<file path="config.mk">
export PLATFORM = sky130hd
export DESIGN_NAME = seg_display_scan
export DESIGN_NICKNAME = d
export VERILOG_FILES = /design/src/rtl/seg_display_scan.sv
export SDC_FILE = /design/constraint.sdc
export NUM_CORES = 1
export LEC_CHECK = 0
export CORE_MARGIN = 2
export CORE_UTILIZATION = 45
export DETAILED_ROUTE_END_ITERATION = 8
export PLACE_DENSITY = 0.68
export SLEW_MARGIN = 40
export SYNTH_ARGS = -nofsm -noshare
export SYNTH_HDL_FRONTEND = slang
export SYNTH_SLANG_ARGS = --single-unit
</file>
<file path="constraint.sdc">
create_clock -name clk -period 3 [get_ports clk]
set_clock_uncertainty 0.05 [all_clocks]
set_input_delay 0.6 -clock clk [delete_from_list [all_inputs] [get_ports clk]]
set_output_delay 0.6 -clock clk [all_outputs]
set_load 0.005 [all_outputs]
</file>
<file path="src/rtl/seg_display_scan.sv">
`timescale 1ns/1ps
`default_nettype none
// ============================================================================
// Module   : seg_display_scan
// Brief    : Buffers one frame of per-digit segment patterns and scans it onto
//            a multiplexed seven-segment display with per-slot dead time.
// Revision : 1.0 - initial release
// ============================================================================
module seg_display_scan #(
    parameter int N_DIGITS    = 2,
    parameter int SEG_W       = 7,
    parameter int REFRESH_DIV = 100000,
    parameter int DEAD        = 16,
    parameter bit ACTIVE_LOW  = 1'b1
) (
    input  logic                           clk,
    input  logic                           rstn,
    input  logic                           s_valid,
    output logic                           s_ready,
    input  logic [N_DIGITS-1:0][SEG_W-1:0] s_data,
    output logic [N_DIGITS-1:0]            an,
    output logic [SEG_W-1:0]               seg,
    output logic                           frame_start
);

    localparam int c_CNT_W = (REFRESH_DIV > 1) ? $clog2(REFRESH_DIV) : 1;
    localparam int c_DIG_W = (N_DIGITS > 1) ? $clog2(N_DIGITS) : 1;

    localparam logic [c_CNT_W-1:0] c_CNT_LAST  = c_CNT_W'(REFRESH_DIV - 1);
    localparam logic [c_CNT_W-1:0] c_DEAD_LAST = c_CNT_W'(DEAD - 1);
    localparam logic [c_CNT_W-1:0] c_CNT_ONE   = c_CNT_W'(1);
    localparam logic [c_DIG_W-1:0] c_DIG_LAST  = c_DIG_W'(N_DIGITS - 1);
    localparam logic [c_DIG_W-1:0] c_DIG_ONE   = c_DIG_W'(1);
    localparam logic               c_OFF       = ACTIVE_LOW;

    typedef enum logic [1:0] {
        ST_IDLE  = 2'd0,
        ST_BLANK = 2'd1,
        ST_DRIVE = 2'd2
    } state_t;

    state_t                        r_state;
    state_t                        w_state_nxt;
    logic [c_CNT_W-1:0]            r_cnt;
    logic [c_CNT_W-1:0]            w_cnt_nxt;
    logic [c_DIG_W-1:0]            r_dig;
    logic [c_DIG_W-1:0]            w_dig_nxt;

    logic [N_DIGITS-1:0][SEG_W-1:0] r_shadow;
    logic                           r_shadow_full;
    logic [N_DIGITS-1:0][SEG_W-1:0] r_disp;
    logic [N_DIGITS-1:0][SEG_W-1:0] w_disp_nxt;

    logic                          w_xfer;
    logic                          w_accept;
    logic                          w_fs_nxt;
    logic [N_DIGITS-1:0]           w_an_log;
    logic [SEG_W-1:0]              w_seg_log;
    logic [N_DIGITS-1:0]           r_an;
    logic [SEG_W-1:0]              r_seg;
    logic                          r_frame_start;

    assign s_ready     = !r_shadow_full;
    assign w_accept    = s_valid && s_ready;
    assign an          = r_an;
    assign seg         = r_seg;
    assign frame_start = r_frame_start;

    // Scan sequencer: the slot counter runs across both BLANK and DRIVE, so a
    // digit slot is always REFRESH_DIV cycles with the first DEAD of them dark.
    always_comb begin
        w_state_nxt = r_state;
        w_cnt_nxt   = r_cnt;
        w_dig_nxt   = r_dig;
        w_xfer      = 1'b0;
        w_fs_nxt    = 1'b0;
        case (r_state)
            ST_IDLE: begin
                if (r_shadow_full) begin
                    w_xfer      = 1'b1;
                    w_fs_nxt    = 1'b1;
                    w_cnt_nxt   = '0;
                    w_dig_nxt   = '0;
                    w_state_nxt = (DEAD == 0) ? ST_DRIVE : ST_BLANK;
                end
            end
            ST_BLANK: begin
                w_cnt_nxt = r_cnt + c_CNT_ONE;
                if (r_cnt == c_DEAD_LAST) begin
                    w_state_nxt = ST_DRIVE;
                end
            end
            ST_DRIVE: begin
                if (r_cnt == c_CNT_LAST) begin
                    w_cnt_nxt   = '0;
                    w_state_nxt = (DEAD == 0) ? ST_DRIVE : ST_BLANK;
                    if (r_dig == c_DIG_LAST) begin
                        // Frame boundary: the only point a pending frame may swap in.
                        w_dig_nxt = '0;
                        w_fs_nxt  = 1'b1;
                        w_xfer    = r_shadow_full;
                    end else begin
                        w_dig_nxt = r_dig + c_DIG_ONE;
                    end
                end else begin
                    w_cnt_nxt = r_cnt + c_CNT_ONE;
                end
            end
            default: begin
                w_state_nxt = ST_IDLE;
            end
        endcase
    end

    // Output patterns are computed from the next state so an/seg line up with
    // the state register rather than lagging it by a cycle.
    always_comb begin
        w_disp_nxt = w_xfer ? r_shadow : r_disp;
        w_an_log   = '0;
        w_seg_log  = '0;
        for (int i = 0; i < N_DIGITS; i++) begin
            if ((w_state_nxt == ST_DRIVE) && (w_dig_nxt == c_DIG_W'(i))) begin
                w_an_log[i] = 1'b1;
                w_seg_log   = w_disp_nxt[i];
            end
        end
    end

    always_ff @(posedge clk or negedge rstn) begin
        if (!rstn) begin
            r_state <= ST_IDLE;
            r_cnt   <= '0;
            r_dig   <= '0;
        end else begin
            r_state <= w_state_nxt;
            r_cnt   <= w_cnt_nxt;
            r_dig   <= w_dig_nxt;
        end
    end

    always_ff @(posedge clk or negedge rstn) begin
        if (!rstn) begin
            r_shadow      <= '0;
            r_shadow_full <= 1'b0;
            r_disp        <= '0;
            r_an          <= {N_DIGITS{c_OFF}};
            r_seg         <= {SEG_W{c_OFF}};
            r_frame_start <= 1'b0;
        end else begin
            // Accept and transfer are mutually exclusive: accept needs an empty shadow.
            if (w_accept) begin
                r_shadow      <= s_data;
                r_shadow_full <= 1'b1;
            end else if (w_xfer) begin
                r_shadow_full <= 1'b0;
            end
            r_disp        <= w_disp_nxt;
            r_an          <= ACTIVE_LOW ? ~w_an_log : w_an_log;
            r_seg         <= ACTIVE_LOW ? ~w_seg_log : w_seg_log;
            r_frame_start <= w_fs_nxt;
        end
    end

endmodule
`default_nettype wire

</file>
## Yosys cells after proc, flatten, opt, wreduce, memory -nomap -nowiden

Cells that the tools add are included.

| word-level totals | value |
|---|---|
| flip-flop bits (word level) | 59 |
| bits of input ports | 17 |
| output and inout port bits | 11 |
| logic and storage cells | 55 |

| cells by class | value |
|---|---|
| add/sub/neg operators | 2 |
| equality and inequality tests | 6 |
| muxes and demuxes | 25 |
| bitwise logic cells | 3 |
| reduce and logical (&&, ||, !) cells | 8 |

Operator list:

| operator | number |
|---|---|
| $pmux W17 S3 | 1 |
| $mux W17 | 2 |
| $add A17 B1 Y17 const B | 1 |
| $eq A17 B17 Y1 const B | 1 |
| $eq A17 B4 Y1 const B | 1 |
| $mux W14 | 1 |
| $mux W7 | 2 |
| $mux W1 | 12 |
| $not A7 Y7 | 1 |
| $mux W2 | 3 |
| $pmux W1 S2 | 3 |
| $pmux W2 S3 | 1 |
| $eq A2 B2 Y1 const B | 2 |
| $logic_and A1 B1 Y1 | 3 |
| $reduce_bool A3 Y1 | 1 |
| $eq A2 B1 Y1 const B | 1 |
| $logic_not A2 Y1 | 1 |
| $ne A2 B2 Y1 const B | 1 |
| $not A2 Y2 | 1 |
| $reduce_and A2 Y1 | 1 |
| $reduce_bool A2 Y1 | 1 |
| $add A1 B1 Y1 const B | 1 |
| $logic_not A1 Y1 | 1 |
| $not A1 Y1 | 1 |

## Longest topological paths before layout

| depth | value |
|---|---|
| depth in word-level cells | 9 |
| gate-level depth with buffers | 8 |
| gate-level depth less buffers | 8 |

## Worst setup path after synthesis

OpenSTA, ideal clock, no wires.

| timing path | value |
|---|---|
| path kind | register to register |
| start point | reg r_cnt[11] |
| end point | reg r_seg[0] (netlist: seg[0]) |
| library setup time | 61 ps |
| arrival time | 2573 ps |
| data required time | 2889 ps |
| path slack | 316 ps |
| cell stages (with the launch flop) | 8 |
| period minus slack after synthesis | 2684 ps |
| path through | dfrtp_1 > or4_4 > nor4_1 > and2_1 > ha_1 > a22oi_1 > mux4_2 > nand2_1 |

| on the way | value |
|---|---|
| cells in the longest elaborated chain, start to end | 8 |
| elaborated cells between the ends (all ways) | 17 |

RTL lines:

| element | RTL line | text |
|---|---|---|
| from (decl) | 44 | `logic [c_CNT_W-1:0] r_cnt;` |
| from (signal assigned) | 136 | `r_cnt <= w_cnt_nxt;` |
| $eq A17 B17 Y1 or $eq A17 B4 Y1 (tied branches) | 94, 89 |  |
| $mux W2, or another cell as far along | 94 | `if (r_cnt == c_CNT_LAST) begin` |
| $pmux W2 S3 or $pmux W1 S2 (tied branches) | 77 | `case (r_state)` |
| $eq A2 B2 Y1 or $not A1 Y1 (tied branches) | 122 | `if ((w_state_nxt == ST_DRIVE) && (w_dig_nxt == c_DIG_W'(i))) begin` |
| $logic_and A1 B1 Y1 | 122 |  |
| $mux W7 | 122 |  |
| $mux W7 * | 122 |  |
| $not A7 Y7 * | 159 | `r_seg <= ACTIVE_LOW ? ~w_seg_log : w_seg_log;` |
| to (signal assigned) | 147 | `r_seg <= {SEG_W{c_OFF}};` |
| to (signal assigned) | 159 |  |
| to (decl) | 60 | `logic [SEG_W-1:0] r_seg;` |

Every way passes the cells marked *; elsewhere a longest branch is shown, timed or not.
A chain may end at the register's enable or synchronous reset.

## Final worst setup path

| timing path | value |
|---|---|
| start point | reg r_cnt[11] |
| end point | reg r_seg[2] (netlist: seg[2]) |

The elaborated chain is that of the path after synthesis.

==> summary.md <==
| Metric | Value |
|---|---|
| Outcome | `finished, final reports clean` |
| Fin. Hold Viols | `0` |
| Fin. max-slew vios | `0` |
| Setup TNS | `0 ns` |
| # hold bufs at CTS | `0` |
| Ys async rst share | `1.00` |
| Setup-failing EPs final | `0` |
| Dpl ws | `0.356 ns` |
| Yosys top cell area share | `0.438` |
| Maximum level of the CTS H-tree | `3` |
| First-pass GRT wire length | `9290 um` |
| RSZ-0062 raised after global routing | `no` |
| Postcts setup bufs | `0` |
| Crit-path max cell delay | `0.58 ns` |
| Most common cell after layout, fill and taps aside | `dfrtp_1` |
| Combinational fraction of design power | `0.310` |
| Switching Fraction | `0.293` |
| Delay-heaviest family, CP | `simple AND/OR/NAND/NOR gates` |
| Pwr/cell area | `845 mW/mm^2` |
| Switching pwr | `850 uW` |
| Internal Power | `2.05 mW` |
| CTS root buffer | `clkbuf_8` |
| NumNets Final | `294` |
| Largest net degree at the start of global routing | `60` |
| Worst VDD drop | `599 uV` |
| Post-DRT Antenna Nets | `0` |
| I/O Buffers | `27` |
| Num rows | `29` |
| Num CTS Buffers | `9` |
| Post-synthesis cell type count | `47` |
| Max frequency | `0.378 GHz` |
| Via/cell ratio | `5.67` |
| Syn. warnings | `0` |
| Drt drc | `0` |
| Startpoint types | `flip-flop` |
| WP data required | `3.21 ns` |
| Total grt overflow | `0` |
| # clock sinks | `59` |
| R2R Setup Slk | `0.35 ns` |
| Fin crit share | `0.882` |
| Post-synth EDFFs | `0` |
| Syn nets | `259` |
| Crit Path Category | `reg -> reg` |
| Total Routing Usage GR | `0.167` |
| # resized after CTS | `0` |
| Reg2reg start | `r_cnt[11]` |
| Utilization after layout | `0.550` |
| Cells after Synth | `235` |
| R2r endpoint | `seg[2]` |
| Max transition margin | `0.500` |
| CP bufs+invs | `1` |
| Die height | `83.7 um` |
| CTS tree | `done` |
| Commonest non-fill, non-tap cells in the layout | `dfrtp_1, mux2_2, clkdlybuf4s50_1` |
| Vias in the first global route | `1929` |
| Max cap viols | `0` |
| Post-synthesis sequential area ratio | `0.521` |
| Synth area leader | `dfrtp_1` |
| Synth Flop Type | `dfrtp_1` |
| Syn Std Cell Area | `0.00286 sq mm` |
| Leakage Power | `1.42 nW` |
| PnR Total Power | `2.90 mW` |
| Ant diodes | `0` |
| Hpwl dp | `3600 um` |
| Clock slew at reported path FFs | `0.06 ns` |
| GP Congestion | `0.837` |
| Pre-Repair DR Iteration Count | `4` |
| Starting DRT DRC Count | `148` |
| Worst skew pair latency | `0.33 ns` |
| WL final | `5230 um` |
| Sequential Power Share | `0.405` |
| Crit path DAT | `2.86 ns` |
| Tmin final | `2.65 ns` |
| Final worst slack | `0.353 ns` |
| Worst Reg-to-Reg Cells | `8` |
| Clock power frac | `0.285` |
| Mapped Avg Cell Area | `12.2 sq um` |
| Initial Utilization | `0.458` |
| Maximum clock path buffer count | `2` |
| Crit-path max FO | `9` |
| Worst hold-check path type | `in -> async` |
| Slowest CP cell | `or4_4` |
| Initial antenna violation count | `0` |
| Synth Register Bits | `59` |
| Measured slew at the worst slew-check pin | `0.744 ns` |
| Die area | `0.00700 sq mm` |
| Layout cells sized above 1 | `0.262` |
| Average wire per standard cell | `14.9 um` |
| Crit. End Element | `flip-flop` |
| Synth area leaders | `dfrtp_1, mux2_2, dfstp_2, mux4_2, ha_1` |
| Vias | `1997` |
| Die Wd | `83.7 um` |
| Worst-path cell chain | `or4_4 > nor4_1 > and2_1 > ha_1 > a22oi_1 > buf_4 > mux4_2 > nand2_1` |
| Core Region | `0.00624 sq mm` |
| Ports | `28` |
| Synth-to-Final Area Change | `20.2%` |
sequential cells by signal (all words and copies together) (netlist names):
name	count
r_state	2
r_shadow	14
r_cnt	17
r_dig	1
frame_start	1
r_disp	14
an	2
r_shadow_full	1
seg	7
kinds of logic (layout without fill, tap and decap cells):
logic type                 Yosys count  count (layout)  share of synthesized area
AOI/OAI and AO/OA                   29              29                     0.0683
xor gates and xnor gates             8               8                     0.0245
adders and majority gates            7               7                     0.0307
buffers and inverters               18              58                     0.0324
DFF                                 59              59                      0.521
muxes                               35              35                      0.167
and+or+nand+nor                     79              79                      0.156
stage by stage:
step	hold WS (ns)	std cells	instance area, sq um
2_1_floorplan	0.254	235	2860
4_1_cts	0.385	352	3430
3_5_place_dp	0.440	336	3200
5_1_grt	0.414	352	3430
3_3_place_gp	0.434	336	3200
6_report	0.349	352	3430
metal layers:
metal  global-route usage  part of all wire  vias to the layer above
li1                     -                 -                      932
met1                0.227              0.46                      997
met2                0.260              0.48                       61
met3               0.0534             0.050                        7
met4               0.0484             0.011                        0
met5                    0                 0                        -
how the worst max path moves through the flow:
stage                     startpoint      to  slack [ns]  cells past startpoint
final                      r_cnt[11]  seg[2]        0.35                      8
after floorplan            r_cnt[11]  seg[0]        0.32                      7
after detailed placement   r_cnt[11]  seg[6]        0.36                      5
after CTS                  r_cnt[11]  seg[2]        0.34                      8
after global placement     r_cnt[11]  seg[6]        0.39                      5
after global routing      r_state[0]  seg[4]        0.21                      7
Yosys cell counts, types with 6 or more instances:
cell	number
dfrtp_1	50
mux2_2	28
nand2_1	23
nor2_1	13
dfstp_2	9
inv_1	9
nand3_1	9
nand4_1	9
ha_1	7
xor2_1	7
mux4_2	6
area by class of cell:
class                      count  area, sq um
clock inverter                 4         73.8
inverter                       9         33.8
timing repair buffer          33          310
clock buffer                  12          155
tap                           77         96.3
fill                         539         2810
sequential                    59         1490
multi-input combinational    158         1280
power by group through the flow:
stage | Clock (mW) | Sequential [mW] | Combinational [mW]
after floorplan | 0 | 1.14 | 0.751
after global placement | 0 | 1.18 | 0.887
after detailed placement | 0 | 1.19 | 0.903
after CTS | 0.847 | 1.18 | 0.911
after global routing | 0.886 | 1.21 | 0.997
final | 0.827 | 1.17 | 0.899
Power figures use the tool's default switching activity.
